<file path="src/rtl/main_decoder.sv">
// Main control decoder for the single-cycle MIPS processor.
// Maps the instruction opcode to datapath control strobes and the ALU
// operation class. Unsupported opcodes decode to a side-effect-free no-op
// and set a sticky debug flag that only a reset clears.
module main_decoder (
  input  logic       clk,
  input  logic       reset,
  input  logic [5:0] opcode,
  output logic       memWrite,
  output logic       regWrite,
  output logic       aluSrc,
  output logic       jump,
  output logic       memtoReg,
  output logic       branch,
  output logic       regdst,
  output logic [1:0] aluop,
  output logic       illegal,
  output logic       illegal_seen
);

  // Supported opcodes (instruction bits [31:26]).
  localparam logic [5:0] OP_RTYPE = 6'b000000;
  localparam logic [5:0] OP_LW    = 6'b100011;
  localparam logic [5:0] OP_SW    = 6'b101011;
  localparam logic [5:0] OP_BEQ   = 6'b000100;
  localparam logic [5:0] OP_ADDI  = 6'b001000;
  localparam logic [5:0] OP_ANDI  = 6'b001100;
  localparam logic [5:0] OP_ORI   = 6'b001101;
  localparam logic [5:0] OP_SLTI  = 6'b001010;
  localparam logic [5:0] OP_J     = 6'b000010;

  // ALU operation classes. For the immediate class the ALU decoder picks
  // the operation from opcode[2:0] (100 AND, 101 OR, 010 SLT).
  localparam logic [1:0] ALU_ADD = 2'b00;
  localparam logic [1:0] ALU_SUB = 2'b01;
  localparam logic [1:0] ALU_FN  = 2'b10;
  localparam logic [1:0] ALU_IMM = 2'b11;

  // Control word layout, MSB first:
  // memWrite, regWrite, aluSrc, jump, memtoReg, branch, regdst, aluop[1:0]
  localparam logic [8:0] CTRL_RTYPE = {7'b0100001, ALU_FN};
  localparam logic [8:0] CTRL_LW    = {7'b0110100, ALU_ADD};
  localparam logic [8:0] CTRL_SW    = {7'b1010000, ALU_ADD};
  localparam logic [8:0] CTRL_BEQ   = {7'b0000010, ALU_SUB};
  localparam logic [8:0] CTRL_ADDI  = {7'b0110000, ALU_ADD};
  localparam logic [8:0] CTRL_IMM   = {7'b0110000, ALU_IMM};
  localparam logic [8:0] CTRL_J     = {7'b0001000, ALU_ADD};
  // Safe no-op: no register, memory or PC side effects.
  localparam logic [8:0] CTRL_NOP   = {7'b0000000, ALU_ADD};

  logic [8:0] ctrl_word;
  logic       illegal_dec;
  logic       illegal_seen_reg;

  // Opcode decode; anything not listed (including X/Z) falls to the no-op.
  always_comb begin
    ctrl_word   = CTRL_NOP;
    illegal_dec = 1'b1;
    case (opcode)
      OP_RTYPE: begin ctrl_word = CTRL_RTYPE; illegal_dec = 1'b0; end
      OP_LW:    begin ctrl_word = CTRL_LW;    illegal_dec = 1'b0; end
      OP_SW:    begin ctrl_word = CTRL_SW;    illegal_dec = 1'b0; end
      OP_BEQ:   begin ctrl_word = CTRL_BEQ;   illegal_dec = 1'b0; end
      OP_ADDI:  begin ctrl_word = CTRL_ADDI;  illegal_dec = 1'b0; end
      OP_ANDI:  begin ctrl_word = CTRL_IMM;   illegal_dec = 1'b0; end
      OP_ORI:   begin ctrl_word = CTRL_IMM;   illegal_dec = 1'b0; end
      OP_SLTI:  begin ctrl_word = CTRL_IMM;   illegal_dec = 1'b0; end
      OP_J:     begin ctrl_word = CTRL_J;     illegal_dec = 1'b0; end
      default:  begin ctrl_word = CTRL_NOP;   illegal_dec = 1'b1; end
    endcase
  end

  assign {memWrite, regWrite, aluSrc, jump, memtoReg, branch, regdst, aluop} = ctrl_word;
  assign illegal = illegal_dec;

  // Sticky record of any unsupported opcode seen since the last reset.
  always_ff @(posedge clk or posedge reset) begin
    if (reset) begin
      illegal_seen_reg <= 1'b0;
    end else if (illegal_dec) begin
      illegal_seen_reg <= 1'b1;
    end
  end

  assign illegal_seen = illegal_seen_reg;

endmodule

</file>
<file path="config.mk">
export PLATFORM = sky130hd
export DESIGN_NAME = main_decoder
export DESIGN_NICKNAME = d
export VERILOG_FILES = /design/src/rtl/main_decoder.sv
export SDC_FILE = /design/constraint.sdc
export NUM_CORES = 1
export LEC_CHECK = 0
export CORE_AREA = 2 2 39 41
export CTS_CLUSTER_SIZE = 40
export DETAILED_ROUTE_END_ITERATION = 16
export DIE_AREA = 0 0 41 43
export PLACE_DENSITY_LB_ADDON = 0.05
export SLEW_MARGIN = 5
export SYNTH_ARGS = -nofsm -noshare
export SYNTH_HDL_FRONTEND = slang
export SYNTH_SLANG_ARGS = --single-unit
</file>
<file path="constraint.sdc">
create_clock -name clk -period 1.4 [get_ports clk]
set_input_delay 0.28 -clock clk [delete_from_list [all_inputs] [get_ports clk]]
set_output_delay 0.28 -clock clk [all_outputs]
set_load 0.1 [all_outputs]
</file>
# ---- After elaboration in Yosys (flattened, before gate mapping)
# Cells that the tools add are included.
dict set report totals {
  inputBits 8
  reg_bits 1
}
dict set report classes {
  muxes 2
  reduce_logical 3
  eq_ne 8
}
# operator n
set ops {}
lappend ops {{$pmux W9 S7} 1}
lappend ops {{$eq A6 B4 Y1 const B} 4}
lappend ops {{$eq A6 B6 Y1 const B} 2}
lappend ops {{$reduce_or A9 Y1} 1}
lappend ops {{$eq A6 B2 Y1 const B} 1}
lappend ops {{$eq A6 B3 Y1 const B} 1}
lappend ops {{$logic_not A6 Y1} 1}
lappend ops {{$reduce_or A3 Y1} 1}
lappend ops {{$mux W1} 1}

# ---- Logic depth before layout (Yosys ltp)
# Gate-level depths: netlist of the first run.
dict set report logic_depth {
  ltp_word 3
  ltp_mapped 4
  ltp_nobuf 3
}

# ---- Worst setup path before layout of the first run
# OpenSTA, ideal clock, no wires.
dict set report synth_path {
  path_type {input -> output}
  startpoint {in opcode[0]}
  endpoint {out memWrite}
  stages 3
  t_required_ns 1.120
  path_buffers 1
  arrival_ns 3.703
  setup_slack_ns -2.583
  path_cell_list {buf_2 -> nand3_1 -> nor4b_1}
}
dict set report synth_between {
  elab_chain_cells 3
  word_cells_on_any_way 11
  cone_classes {eq/ne (8); mux (1); reduce/logical (2)}
}
# item line_no
set synth_lines {}
lappend synth_lines {{start, declared} 8} ;# input logic [5:0] opcode,
lappend synth_lines {{$eq A6 B4 Y1} 59} ;# case (opcode)
lappend synth_lines {{$reduce_or A3 Y1 (no source line)} -}
lappend synth_lines {{$pmux W9 S7 *} 59}
lappend synth_lines {{end, declared} 9} ;# output logic memWrite,
# Every way passes the cells marked *; elsewhere a longest branch is shown, timed or not.

# ---- Final worst setup path of the first run
dict set report layout_path {
  startpoint {in opcode[2]}
  endpoint {out jump}
}
dict set report layout_between {
  elab_chain_cells 3
  word_cells_on_any_way 11
  cone_classes {eq/ne (8); mux (1); reduce/logical (2)}
}
# item line_no
set layout_lines {}
lappend layout_lines {{$eq A6 B4 Y1} 59}
lappend layout_lines {{$reduce_or A3 Y1 (no source line)} -}
lappend layout_lines {{$pmux W9 S7 *} 59}
lappend layout_lines {{end, declared} 12} ;# output logic jump,
# Marked as above.

==> flow_metrics.tcl, run 1 <==
set metrics [dict create \
    run_status "complete, but fails checks" \
    violated_checks "setup timing" \
    antenna_found_initial 0 \
    synth_top_area_share_pct 10.36 \
    global_route.overflow_total 0 \
    number_of_max_slew_violations_in_the_final_report 0 \
    synth_cell_types 26 \
    instances_no_fill 82 \
    core_region_area_um2 1384 \
    global_route_wire_length_before_repair_um 1718 \
    initial_core_util_pct 17.45 \
    yosys_synthesis_warning_count 0 \
    route.vias.total 402 \
    fin_worst_hold_slack_ns 0.4314 \
    critPathRequiredTime_ns 1.12 \
    post-route-worst-setup-slack_ns -0.1457 \
    first_global_vias 384 \
    vias_per_cell 4.902 \
    ir_worst_vdd_mv 0.1722 \
    die_h_um 43 \
    slack_of_the_worst_reg_to_reg_path_ns 0.70 \
    worstSetupEndpointType "primary output" \
    place_inst 78 \
    design_power_total_uw 301.5 \
    core_rows 14 \
    largest_register_ffs 1 \
    drc 0 \
    worst_slew_pin_slew_ns 0.2945 \
    mapped_cell_area_um2 241.5 \
    cp_common_cell "sky130_fd_sc_hd__buf_12" \
    synth.avg_cell_area_um2 7.102 \
    period_minus_slack_ns 1.546 \
    asyncSetResetFlopFracSynth_pct 100.0 \
    clock_transition_at_path_regs_ns 0 \
    setup_viol 9 \
    timing.critical_path.max_delay_family "simple AND/OR/NAND/NOR gates" \
    synth-main-ff-cell "sky130_fd_sc_hd__dfrtp_1" \
    drt-pass1-iter-count 2 \
    timing.fmax_mhz 647.0 \
    yosysTopAreaCell "sky130_fd_sc_hd__dfrtp_1" \
    setup.worst_path.class "input pin to primary output" \
    cellPowerDensity_nw_per_um2 338.9 \
    r2r-start "illegal_seen" \
    slew-limit-headroom_pct 80.24 \
    cpPeakStageDelay_ns 0.27 \
    final_min_period_over_clock_period_pct 110.4 \
    netlist_top_cells_area "sky130_fd_sc_hd__dfrtp_1, sky130_fd_sc_hd__nor4b_2, sky130_fd_sc_hd__nand2b_1" \
    gate_count_of_the_mapped_netlist 34 \
    critical_path.max_fanout 7 \
    drt_wl_total_um 1067 \
    clk-insertion-delay-late_ns 0 \
    reg2regPathDepth 2 \
    leakage_nw 0.3509 \
    maxCapViolations 0 \
    unrepaired_setup_endpoints_after_global_routing "true" \
    number_of_design_rule_violations_left_by_the_first_detailed_router_iteration 3 \
    layout.nets 76 \
    crit_buf_inv 3 \
    synth_sequential_area_ratio_pct 10.36 \
    diodes 0 \
    ant_nets 0 \
    grt_max_degree 8 \
    hp-class "input pin to asynchronous set/reset pin" \
    synth_fp_nets 42 \
    full_die_area_um2 1763 \
    synthToLayoutAreaGrowth_pct 268.4 \
    slowest_cell_on_crit_path "sky130_fd_sc_hd__or2_4" \
    hpwl_um 854.8 \
    finish.instance_area_um2 889.6 \
    rr_endpoint "illegal_seen" \
    pin_count 19 \
    wire_per_inst_um 13.01 \
    critPathLaunchType "input pin" \
    synth_edf_count 0 \
    cp.arrival_ns 1.27 \
    yosysMostFrequentCell "sky130_fd_sc_hd__nor2_1" \
    synth.ff_latch_count 1 \
    post_dp_cell_area_um2 750.7 \
    portBuffers 18 \
    die_w_um 41 \
    skew_ns 0 \
    setup-tns-final_ns -0.8274 \
    crit_path_cell_trace "buf_8, or2_4, buf_12, nor4b_4, buf_12" \
    gr-usage-all-layers_pct 13.30 \
    final_hold_viol_count 0 \
    layout_cell_share_with_drive_strength_beyond_1_pct 78.79 \
    finalWeightedCongestion 0.7558 \
]
-- cell usage in the layout, fill, tap and decap left out, types with 2 or more instances in the layout --
master                    synthesis  layout
sky130_fd_sc_hd__buf_8            0       2
sky130_fd_sc_hd__nor4b_4          0       2
sky130_fd_sc_hd__nand2_1          2       2
sky130_fd_sc_hd__a21oi_4          0       2
sky130_fd_sc_hd__o21ai_2          0       2
sky130_fd_sc_hd__nor2_1           3       2
sky130_fd_sc_hd__buf_12           0      14
sky130_fd_sc_hd__buf_4            0      12
sky130_fd_sc_hd__or2_4            1       2
sky130_fd_sc_hd__buf_6            1       5
-- worst register-to-register path: stages, from the launching register on --
cell	delay, ns
sky130_fd_sc_hd__dfrtp_1	0.39
sky130_fd_sc_hd__nor2_1	0.12
sky130_fd_sc_hd__nand2_1	0.07
-- through the flow --
step                worst slack [ns]  util (%)
floorplan                    -0.6406         -
global placement             -0.6386     54.25
detailed placement           -0.6438     54.25
CTS                          -0.1696     63.29
global route                 -0.1852     64.29
finish                       -0.1457     64.29
-- worst max path at each step --
stage	slack, ns	cells past startpoint	from	endpoint
6_report	-0.15	5	opcode[2]	jump
3_3_place_gp	-0.64	5	opcode[2]	aluSrc
3_5_place_dp	-0.64	6	opcode[2]	illegal
4_1_cts	-0.17	5	opcode[2]	regWrite
5_1_grt	-0.19	5	opcode[2]	jump
2_1_floorplan	-0.64	3	opcode[5]	branch
-- repair_timing --
action | in CTS | in global routing
endpoints found under the setup margin | 11 | 10
gates cloned | 0 | 0
hold buffers | 0 | 0
buffers inserted | 4 | 0
resized for setup | 48 | 3
pin swaps | 10 | 5
-- logic make-up after synthesis --
| family | after synthesis | share of synthesized area (%) |
|---|---|---|
| compound gates | 9 | 24.87 |
| simple gates | 20 | 54.41 |
| buf+inv | 4 | 10.36 |
| flops | 1 | 10.36 |
-- where the power goes --
part	leakage [nW]	internal [mW]	switching, mW	total [mW]
Clock	0	0	0	0
Combinational	0.342	0.130	0.142	0.272
Sequential	0.00875	0.0294	0	0.0294
Total	0.351	0.159	0.142	0.301
-- final cells by class --
cell class | instances | area (µm²)
tap | 16 | 20.02
inverter | 1 | 3.754
timing repair buffer | 35 | 471.7
fill | 115 | 494.2
sequential | 1 | 25.02
multi-input combinational | 29 | 369.1
-- metal layers --
metal | up-vias | track usage (%) | routed length, µm
met3 | 0 | 1.047 | 59
met1 | 194 | 16.51 | 398
met2 | 12 | 24.69 | 610
met4 | 0 | 0 | 0
met5 | - | 0 | 0
li1 | 196 | - | -
Power figures use the tool's default switching activity.
==> run 2: changes to the inputs <==
--- a/config.mk
+++ b/config.mk
@@ -5,6 +5,7 @@
 export SDC_FILE = /design/constraint.sdc
 export NUM_CORES = 1
 export LEC_CHECK = 0
+export ABC_AREA = 1
 export CORE_AREA = 2 2 39 41
 export CTS_CLUSTER_SIZE = 40
 export DETAILED_ROUTE_END_ITERATION = 16
==> flow_metrics.tcl, run 2 <==
set metrics [dict create \
    critPathRequiredTime_ns 1.12 \
    instances_no_fill 88 \
    die_w_um 41 \
    die_h_um 43 \
    timing.critical_path.max_delay_family "buffers and inverters" \
    violated_checks "setup timing" \
    worstSetupEndpointType "primary output" \
    clk-insertion-delay-late_ns 0 \
    netlist_top_cells_area "sky130_fd_sc_hd__inv_1, sky130_fd_sc_hd__nand2_1, sky130_fd_sc_hd__dfrtp_1" \
    maxCapViolations 0 \
    r2r-start "illegal_seen" \
    synth_top_area_share_pct 20.11 \
    yosys-top-cells-count "sky130_fd_sc_hd__inv_1, sky130_fd_sc_hd__nand2_1, sky130_fd_sc_hd__nor2_1" \
    post_synth_mux_area_share_pct 0 \
    cellPowerDensity_nw_per_um2 317.3 \
    yosys.area_share.adder_pct 0 \
    portBuffers 18 \
    synth.ff_latch_count 1 \
    synth.avg_cell_area_um2 5.208 \
    antenna_found_initial 0 \
    finalWeightedCongestion 0.7302 \
    mostFrequentLayoutCell "sky130_fd_sc_hd__buf_4" \
    gate_count_of_the_mapped_netlist 43 \
    post_dp_cell_area_um2 634.4 \
    clock_transition_at_path_regs_ns 0 \
    period_minus_slack_ns 1.429 \
    synth_sequential_area_ratio_pct 11.17 \
    crit_path_cell_trace "buf_8, nor2_4, nand3_2, inv_2, nand2_4, o211ai_1, clkbuf_16" \
    route.vias.total 348 \
    fin_worst_hold_slack_ns 0.4326 \
    finish.instance_area_um2 750.7 \
    timing.fmax_mhz 699.9 \
    synthToLayoutAreaGrowth_pct 235.2 \
    final_hold_viol_count 0 \
    slowest_cell_on_crit_path "sky130_fd_sc_hd__clkbuf_16" \
    drt-pass1-iter-count 2 \
    grt_max_degree 6 \
    final_min_period_over_clock_period_pct 102.1 \
    combinational_family_with_the_most_area_after_synthesis "simple AND/OR/NAND/NOR gates" \
    initial_core_util_pct 16.18 \
    core_rows 14 \
    leakage_nw 0.3851 \
    diodes 0 \
    unrepaired_setup_endpoints_after_global_routing "true" \
    synth-main-ff-cell "sky130_fd_sc_hd__dfrtp_1" \
    run_status "complete, but fails checks" \
    drc 0 \
    yosys.area_share.simple_pct 62.01 \
    synth_edf_count 0 \
    yosys_synthesis_warning_count 0 \
    full_die_area_um2 1763 \
    layout_cell_share_with_drive_strength_beyond_1_pct 83.33 \
    global_route.overflow_total 0 \
    gr-usage-all-layers_pct 8.700 \
    setup_viol 4 \
    vias_per_cell 3.955 \
    pin_count 19 \
    synth-compound-area-share_pct 3.352 \
    setup.worst_path.class "input pin to primary output" \
    setup-tns-final_ns -0.04764 \
    synth_cell_types 13 \
    core_region_area_um2 1384 \
    hpwl_um 606.4 \
    place_inst 83 \
    yosysTopAreaCell "sky130_fd_sc_hd__inv_1" \
    mapped_cell_area_um2 224.0 \
    first_global_vias 298 \
    crit_buf_inv 3 \
    skew_ns 0 \
    slack_of_the_worst_reg_to_reg_path_ns 0.78 \
    worst_slew_pin_slew_ns 0.2543 \
    reg2regPathDepth 2 \
    cp.arrival_ns 1.15 \
    slew-limit-headroom_pct 82.98 \
    drt_wl_total_um 744 \
    ctsHoldBuffers 0 \
    synth_fp_nets 51 \
    number_of_design_rule_violations_left_by_the_first_detailed_router_iteration 1 \
    mostFrequentLayoutCells "sky130_fd_sc_hd__buf_4, sky130_fd_sc_hd__buf_12, sky130_fd_sc_hd__nand2_2" \
    ir_worst_vdd_mv 0.1018 \
    wire_per_inst_um 8.455 \
    asyncSetResetFlopFracSynth_pct 100.0 \
    largest_register_ffs 1 \
    ant_nets 0 \
    yosysMostFrequentCell "sky130_fd_sc_hd__inv_1" \
    yosys.area_share.xor_xnor_pct 0 \
    global_route_wire_length_before_repair_um 1138 \
    hp-class "input pin to asynchronous set/reset pin" \
    number_of_max_slew_violations_in_the_final_report 0 \
    cpPeakStageDelay_ns 0.26 \
    critPathLaunchType "input pin" \
    critical_path.max_fanout 3 \
    layout.nets 82 \
    post-route-worst-setup-slack_ns -0.02873 \
    rr_endpoint "illegal_seen" \
]
[run 2: cell types whose count changed after synthesis, sizes merged, moves of 2 or more]
cell    delta
o21ai      -3
nand3      +3
inv       +13
buf        -3
nand2b     -2
nor2       +3
nor4b      -2
or2        -2
nand2     +12
or3        -2
a21oi      -2
[run 2: stage by stage]
stage	utilization (%)	power, mW	worst slack [ns]
after floorplan	-	0.1243	-0.8481
after global placement	45.84	0.2080	-0.5340
after detailed placement	45.84	0.2084	-0.5650
after CTS	51.63	0.2314	-0.07389
after global routing	54.25	0.2477	-0.08997
final	54.25	0.2382	-0.02873
[run 2: what timing repair did]
item,in CTS,in global routing
pin swaps,12,10
hold endpoints to repair,0,0
gates resized for setup,46,13
endpoints found under the setup margin,11,10
buffers inserted,5,1
gates cloned,0,0
[run 2: final cells by class]
type	instances	area, µm²
Sequential cell	1	25.02
Tap cell	16	20.02
Inverter	14	66.31
Multi-Input combinational cell	28	246.5
Timing Repair Buffer	29	392.9
Fill cell	125	633.1
[run 2: power by group]
group	switching (mW)	internal, mW	total [mW]	leakage, nW
Clock	0	0	0	0
Combinational	0.121	0.0879	0.209	0.376
Sequential	0	0.0294	0.0294	0.00875
[run 2: logic make-up after synthesis]
kind of cell / count (synthesis)
AO/OA/AOI/OAI: 1
buffers and inverters: 14
flip-flops: 1
AND/OR/NAND/NOR: 27
[run 2: how the worst max path moves through the flow]
| stage | startpoint | slack [ns] | cells past startpoint | endpoint |
|---|---|---|---|---|
| 6_report | opcode[5] | -0.03 | 7 | aluop[1] |
| 5_1_grt | opcode[5] | -0.09 | 7 | aluop[1] |
| 4_1_cts | opcode[3] | -0.07 | 9 | aluop[1] |
| 3_5_place_dp | opcode[2] | -0.56 | 8 | illegal |
| 3_3_place_gp | opcode[2] | -0.53 | 9 | illegal |
| 2_1_floorplan | opcode[5] | -0.85 | 3 | aluop[1] |
[run 2: per-layer routing]
metal / part of all wire [%] / up-vias / track usage [%]
met5: 0 / - / 0
met2: 58 / 7 / 17.19
li1: - / 184 / -
met1: 39 / 157 / 10.16
met4: 0 / 0 / 0
met3: 2.8 / 0 / 0
